**config.mk**
```make
export PLATFORM = sky130hd
export DESIGN_NAME = adbg_tap_ctrl
export DESIGN_NICKNAME = d
export VERILOG_FILES = /design/src/rtl/adbg_tap_ctrl.sv
export SDC_FILE = /design/constraint.sdc
export NUM_CORES = 1
export LEC_CHECK = 0
export CAP_MARGIN = 0
export CORE_MARGIN = 2
export CORE_UTILIZATION = 35
export CTS_BUF_LIST = sky130_fd_sc_hd__clkbuf_16
export CTS_CLUSTER_DIAMETER = 60
export CTS_CLUSTER_SIZE = 16
export DETAILED_ROUTE_END_ITERATION = 8
export GPL_TIMING_DRIVEN = 0
export SLEW_MARGIN = 25
export SYNTH_ARGS = -nofsm -noshare
export SYNTH_HDL_FRONTEND = slang
export SYNTH_SLANG_ARGS = --single-unit
```
**constraint.sdc**
```tcl
create_clock -name tck_i -period 2 [get_ports tck_i]
set_clock_uncertainty 0.15 [all_clocks]
set_input_delay 0.6 -clock tck_i [delete_from_list [all_inputs] [get_ports tck_i]]
set_output_delay 0.6 -clock tck_i [all_outputs]
set_load 0.01 [all_outputs]
```
**src/rtl/adbg_tap_ctrl.sv**
```systemverilog
// IEEE 1149.1 TAP controller for the debug interface: 16-state FSM, instruction
// register, IDCODE and bypass data registers, and the TDO return mux.
module adbg_tap_ctrl #(
    parameter int                IR_LEN       = 4,
    parameter logic [31:0]       IDCODE_VALUE = 32'h149511C3,
    parameter logic [IR_LEN-1:0] IDCODE_INSTR = 4'h2,
    parameter logic [IR_LEN-1:0] DEBUG_INSTR  = 4'h8,
    parameter logic [IR_LEN-1:0] BYPASS_INSTR = 4'hF
) (
    input  logic tck_i,
    input  logic rst_i,
    input  logic tms_i,
    input  logic tdi_i,
    output logic tdo_o,
    output logic tdo_oe_o,
    input  logic debug_tdo_i,
    output logic capture_dr_o,
    output logic shift_dr_o,
    output logic pause_dr_o,
    output logic update_dr_o,
    output logic test_logic_reset_o,
    output logic debug_select_o
);

    typedef enum logic [3:0] {
        S_TLR,    S_RTI,
        S_SEL_DR, S_CAP_DR, S_SH_DR, S_EX1_DR, S_PAU_DR, S_EX2_DR, S_UPD_DR,
        S_SEL_IR, S_CAP_IR, S_SH_IR, S_EX1_IR, S_PAU_IR, S_EX2_IR, S_UPD_IR
    } state_t;

    // Capture-IR pattern: LSBs 2'b01 so a broken scan chain is detectable.
    localparam logic [IR_LEN-1:0] IR_CAPTURE = {{(IR_LEN-1){1'b0}}, 1'b1};

    state_t            r_state;
    state_t            w_next;
    logic [IR_LEN-1:0] r_ir;
    logic [IR_LEN-1:0] r_ir_shift;
    logic [31:0]       r_idcode;
    logic              r_bypass;

    logic w_sel_idcode;
    logic w_sel_debug;
    logic w_sel_bypass;

    assign w_sel_idcode = (r_ir == IDCODE_INSTR);
    assign w_sel_debug  = (r_ir == DEBUG_INSTR);
    // Explicit bypass opcode and every unassigned opcode share the bypass path.
    assign w_sel_bypass = !w_sel_idcode && !w_sel_debug;

    always_ff @(posedge tck_i) begin
        if (rst_i) begin
            r_state <= S_TLR;
        end else begin
            r_state <= w_next;
        end
    end

    always_comb begin
        w_next = r_state;
        case (r_state)
            S_TLR:    w_next = tms_i ? S_TLR    : S_RTI;
            S_RTI:    w_next = tms_i ? S_SEL_DR : S_RTI;
            S_SEL_DR: w_next = tms_i ? S_SEL_IR : S_CAP_DR;
            S_CAP_DR: w_next = tms_i ? S_EX1_DR : S_SH_DR;
            S_SH_DR:  w_next = tms_i ? S_EX1_DR : S_SH_DR;
            S_EX1_DR: w_next = tms_i ? S_UPD_DR : S_PAU_DR;
            S_PAU_DR: w_next = tms_i ? S_EX2_DR : S_PAU_DR;
            S_EX2_DR: w_next = tms_i ? S_UPD_DR : S_SH_DR;
            S_UPD_DR: w_next = tms_i ? S_SEL_DR : S_RTI;
            S_SEL_IR: w_next = tms_i ? S_TLR    : S_CAP_IR;
            S_CAP_IR: w_next = tms_i ? S_EX1_IR : S_SH_IR;
            S_SH_IR:  w_next = tms_i ? S_EX1_IR : S_SH_IR;
            S_EX1_IR: w_next = tms_i ? S_UPD_IR : S_PAU_IR;
            S_PAU_IR: w_next = tms_i ? S_EX2_IR : S_PAU_IR;
            S_EX2_IR: w_next = tms_i ? S_UPD_IR : S_SH_IR;
            S_UPD_IR: w_next = tms_i ? S_SEL_DR : S_RTI;
            default:  w_next = S_TLR;
        endcase
    end

    always_ff @(posedge tck_i) begin
        if (rst_i) begin
            r_ir       <= IDCODE_INSTR;
            r_ir_shift <= '0;
        end else begin
            case (r_state)
                S_TLR:    r_ir       <= IDCODE_INSTR;
                S_CAP_IR: r_ir_shift <= IR_CAPTURE;
                S_SH_IR:  r_ir_shift <= {tdi_i, r_ir_shift[IR_LEN-1:1]};
                S_UPD_IR: r_ir       <= r_ir_shift;
                default:  ;
            endcase
        end
    end

    // Data registers move only in Capture/Shift-DR and only when selected.
    always_ff @(posedge tck_i) begin
        if (rst_i) begin
            r_idcode <= '0;
            r_bypass <= 1'b0;
        end else begin
            if (w_sel_idcode) begin
                if (r_state == S_CAP_DR) r_idcode <= IDCODE_VALUE;
                else if (r_state == S_SH_DR) r_idcode <= {tdi_i, r_idcode[31:1]};
            end
            if (w_sel_bypass) begin
                if (r_state == S_CAP_DR) r_bypass <= 1'b0;
                else if (r_state == S_SH_DR) r_bypass <= tdi_i;
            end
        end
    end

    always_comb begin
        tdo_o = 1'b0;
        if (r_state == S_SH_IR) begin
            tdo_o = r_ir_shift[0];
        end else if (r_state == S_SH_DR) begin
            if (w_sel_idcode)     tdo_o = r_idcode[0];
            else if (w_sel_debug) tdo_o = debug_tdo_i;
            else                  tdo_o = r_bypass;
        end
    end

    assign tdo_oe_o           = (r_state == S_SH_IR) || (r_state == S_SH_DR);
    assign capture_dr_o       = (r_state == S_CAP_DR);
    assign shift_dr_o         = (r_state == S_SH_DR);
    assign pause_dr_o         = (r_state == S_PAU_DR);
    assign update_dr_o        = (r_state == S_UPD_DR);
    assign test_logic_reset_o = (r_state == S_TLR);
    assign debug_select_o     = w_sel_debug;

endmodule

```
==> flow_metrics.env <==
export IMPL_viasPerCell=5.101
export IMPL_worst_slew_pin_transition_ns=0.7577
export IMPL_multiInputGateArea_um2=1325
export IMPL_antenna_diode_count=0
export IMPL_port_buffers=10
export IMPL_core_um2=6422
export IMPL_ys_types=48
export IMPL_r2r_end="r_idcode[9]"
export IMPL_number_of_global_route_vias_before_repair=1771
export IMPL_tritoncts="done"
export IMPL_gp_congestion=0.7945
export IMPL_dpl_hpwl_um=3168
export IMPL_max_freq_mhz=452.0
export IMPL_num_nets_final=293
export IMPL_number_of_design_rule_violations_left_by_the_first_detailed_router_iteration=90
export IMPL_overall_overflow_remaining_after_global_route=0
export IMPL_vias_post_dr=1867
export IMPL_failed_checks="setup timing"
export IMPL_timing_critical_path_arrival_ns=1.46
export IMPL_worstSetupPathType="reg -> out"
export IMPL_total_nets_after_synthesis=252
export IMPL_cp_required_ns=1.25
export IMPL_cts_root_buf="sky130_fd_sc_hd__clkbuf_16"
export IMPL_cp_end_kind="output pin"
export IMPL_fin_hold_ws_ns=0.3030
export IMPL_critPathMaxFanout=3
export IMPL_route_detailed_wl_per_inst_um=14.41
export IMPL_synthArstFlopShare_pct=0
export IMPL_fillCellCount=584
export IMPL_ant_nets=0
export IMPL_die_height_um=85.79
export IMPL_synth_cells=247
export IMPL_power_density_nw_per_um2=693.0
export IMPL_largest_net_degree_at_the_start_of_global_routing=16
export IMPL_post_route_drc_count=0
export IMPL_routed_wl_um=5273
export IMPL_timing_final_crit_share_pct=110.6
export IMPL_final_cell_mix="sky130_fd_sc_hd__dfxtp_1, sky130_fd_sc_hd__nand2_1, sky130_fd_sc_hd__buf_4"
export IMPL_fp_dieArea_um2=7359
export IMPL_synth_area_um2=2341
export IMPL_cts_buffers_inserted=5
export IMPL_min_delay_worst_endpoint="r_ir_shift[1]"
export IMPL_run_status="complete, but fails checks"
export IMPL_period_minus_slack_ns=2.212
export IMPL_synthesis_area_per_instance_um2=9.478
export IMPL_worst_hold_path_type="reg -> reg"
export IMPL_clock_sinks=45
export IMPL_setup_violations_final=6
export IMPL_area_growth_synth_to_final_pct=27.37
export IMPL_vdd_ir_drop_worst_mv=0.4464
export IMPL_first_pass_iters=4
export IMPL_yosys_area_top_type="sky130_fd_sc_hd__dfxtp_1"
export IMPL_timing_reg2reg_worst_path_depth=8
export IMPL_clock_tree_buf_depth=2
export IMPL_ioPinCount=13
export IMPL_floorplan_die_width_um=85.79
export IMPL_post_route_worst_setup_slack_ns=-0.2124
export IMPL_total_leakage_power_nw=1.045
export IMPL_rsz0062_at_grt="yes"
export IMPL_antenna_violations_before_repair=0
export IMPL_timing_slew_headroom_pct=49.49
export IMPL_synth_ff_type="sky130_fd_sc_hd__dfxtp_1"
export IMPL_ys_seq_elements=45
export IMPL_slew_viol_final=0
export IMPL_final_common_cell="sky130_fd_sc_hd__dfxtp_1"
export IMPL_finalHoldViolations=0
export IMPL_regArea_um2=913.4
export IMPL_clkLatencyLatePin_ns=0.29
export IMPL_global_route_wire_length_before_repair_um=8756
export IMPL_startpoint_class_of_the_critical_path="flip-flop"
export IMPL_yosysWarningCount=0
export IMPL_synth_area_top_cells="sky130_fd_sc_hd__dfxtp_1, sky130_fd_sc_hd__nor3_2, sky130_fd_sc_hd__nand3_2, sky130_fd_sc_hd__a21oi_2, sky130_fd_sc_hd__nand2_1"
export IMPL_cts_htree_levels=2
export IMPL_initial_utilization_pct=36.45
export IMPL_hold_path_startpoint="r_ir_shift[1]"
export IMPL_ratio_of_cells_with_drive_above_1_in_the_final_layout_pct=48.79
export IMPL_worst_setup_hold_path_clk_slew_ns=0.06
export IMPL_synthDominantCellAreaShare_pct=38.48
export IMPL_max_cap_violations=0
export IMPL_synth_seq_area_share_pct=38.48
export IMPL_hold_path_depth=2
export IMPL_preCtsSetupSlack_ns=-0.7801
export IMPL_r2r_start="r_state[0]"
export IMPL_setup_reg_to_reg_worst_slack_ns=0.12
export IMPL_cts_hold_buffers=0
export IMPL_startpoint="r_state[1]"
export IMPL_number_of_enable_type_register_cells_in_the_synthesized_netlist=0
export IMPL_grt_util_all_layers_pct=15.03
export IMPL_core_rowCount=29
[flip-flops by register name, indices dropped and copies added (netlist names)]
signal / cells
r_state: 4
r_bypass: 1
r_ir_shift: 4
r_ir: 4
r_idcode: 32
[cell usage after synthesis (all sizes together), types with 2 or more instances]
cell and n:
dfxtp 45, a21oi 29, nor3 28, nand2 27, nand3 27, nor2 21
buf 14, clkbuf 8, inv 6, nand2b 4, nor4b 4, a22oi 3
or2 3, a2bb2oi 2, nor2b 2, nor4 2, o21ai 2, o32ai 2
xnor2 2
[cells by family after synthesis]
group,after synthesis,synth area share (%)
AO/OA/AOI/OAI,50,17.16
XOR/XNOR,2,0.7484
buffers and inverters,28,8.070
flip-flops,45,38.48
AND/OR/NAND/NOR,122,35.54
[layout make-up]
cell class                      instances  share of cell area, %
Timing Repair Buffer                   36                  9.736
Multi-Input combinational cell        174                  44.44
Clock buffer                            5                  4.196
Clock inverter                          3                 0.7134
Inverter                                6                 0.9232
Buffer                                 20                  6.127
Tap cell                               77                  3.231
Sequential cell                        45                  30.63
[metrics by stage]
step,util [%],std cells,TNS (ns),power [mW],cell area (µm²)
2_1_floorplan,-,247,0,1.127,2341
3_3_place_gp,39.51,334,-2.913,1.182,2537
3_5_place_dp,39.51,334,-2.857,1.184,2537
4_1_cts,45.28,357,-0.7833,2.068,2908
5_1_grt,46.43,366,-0.9610,2.153,2982
6_report,46.43,366,-0.6751,2.066,2982
[metal layers]
| metal | global-route usage, % | up-vias | part of all wire [%] |
|---|---|---|---|
| li1 | - | 958 | - |
| met1 | 20.76 | 888 | 50 |
| met2 | 23.37 | 19 | 47 |
| met3 | 2.887 | 2 | 2.4 |
| met4 | 5.483 | 0 | 0.68 |
| met5 | 0 | - | 0 |
[repair_timing]
item                       CTS  global route
gates resized for setup     71             9
pin swaps                    8             4
cloned                       0             1
setup endpoints to repair    8            16
buffers inserted            16            11
[report_power, final]
| part | switching (mW) | internal [mW] | leakage [nW] |
|---|---|---|---|
| registers | 0.0166 | 0.917 | 0.366 |
| logic | 0.167 | 0.140 | 0.608 |
| clock network | 0.360 | 0.465 | 0.0702 |
| total | 0.544 | 1.52 | 1.04 |
[worst max path at each step]
stage / end / cells past startpoint
after floorplan: pause_dr_o / 3
after global placement: tdo_o / 5
after detailed placement: tdo_o / 5
after global routing: tdo_o / 5
final: tdo_o / 5
after CTS: tdo_o / 5
[critical path, cell delays in order, from the launching register on]
cell	delay, ns
sky130_fd_sc_hd__dfxtp_4	0.35
sky130_fd_sc_hd__buf_6	0.12
sky130_fd_sc_hd__nor4b_4	0.28
sky130_fd_sc_hd__buf_4	0.15
sky130_fd_sc_hd__a32o_1	0.14
sky130_fd_sc_hd__buf_2	0.13
Power figures use the tool's default switching activity.
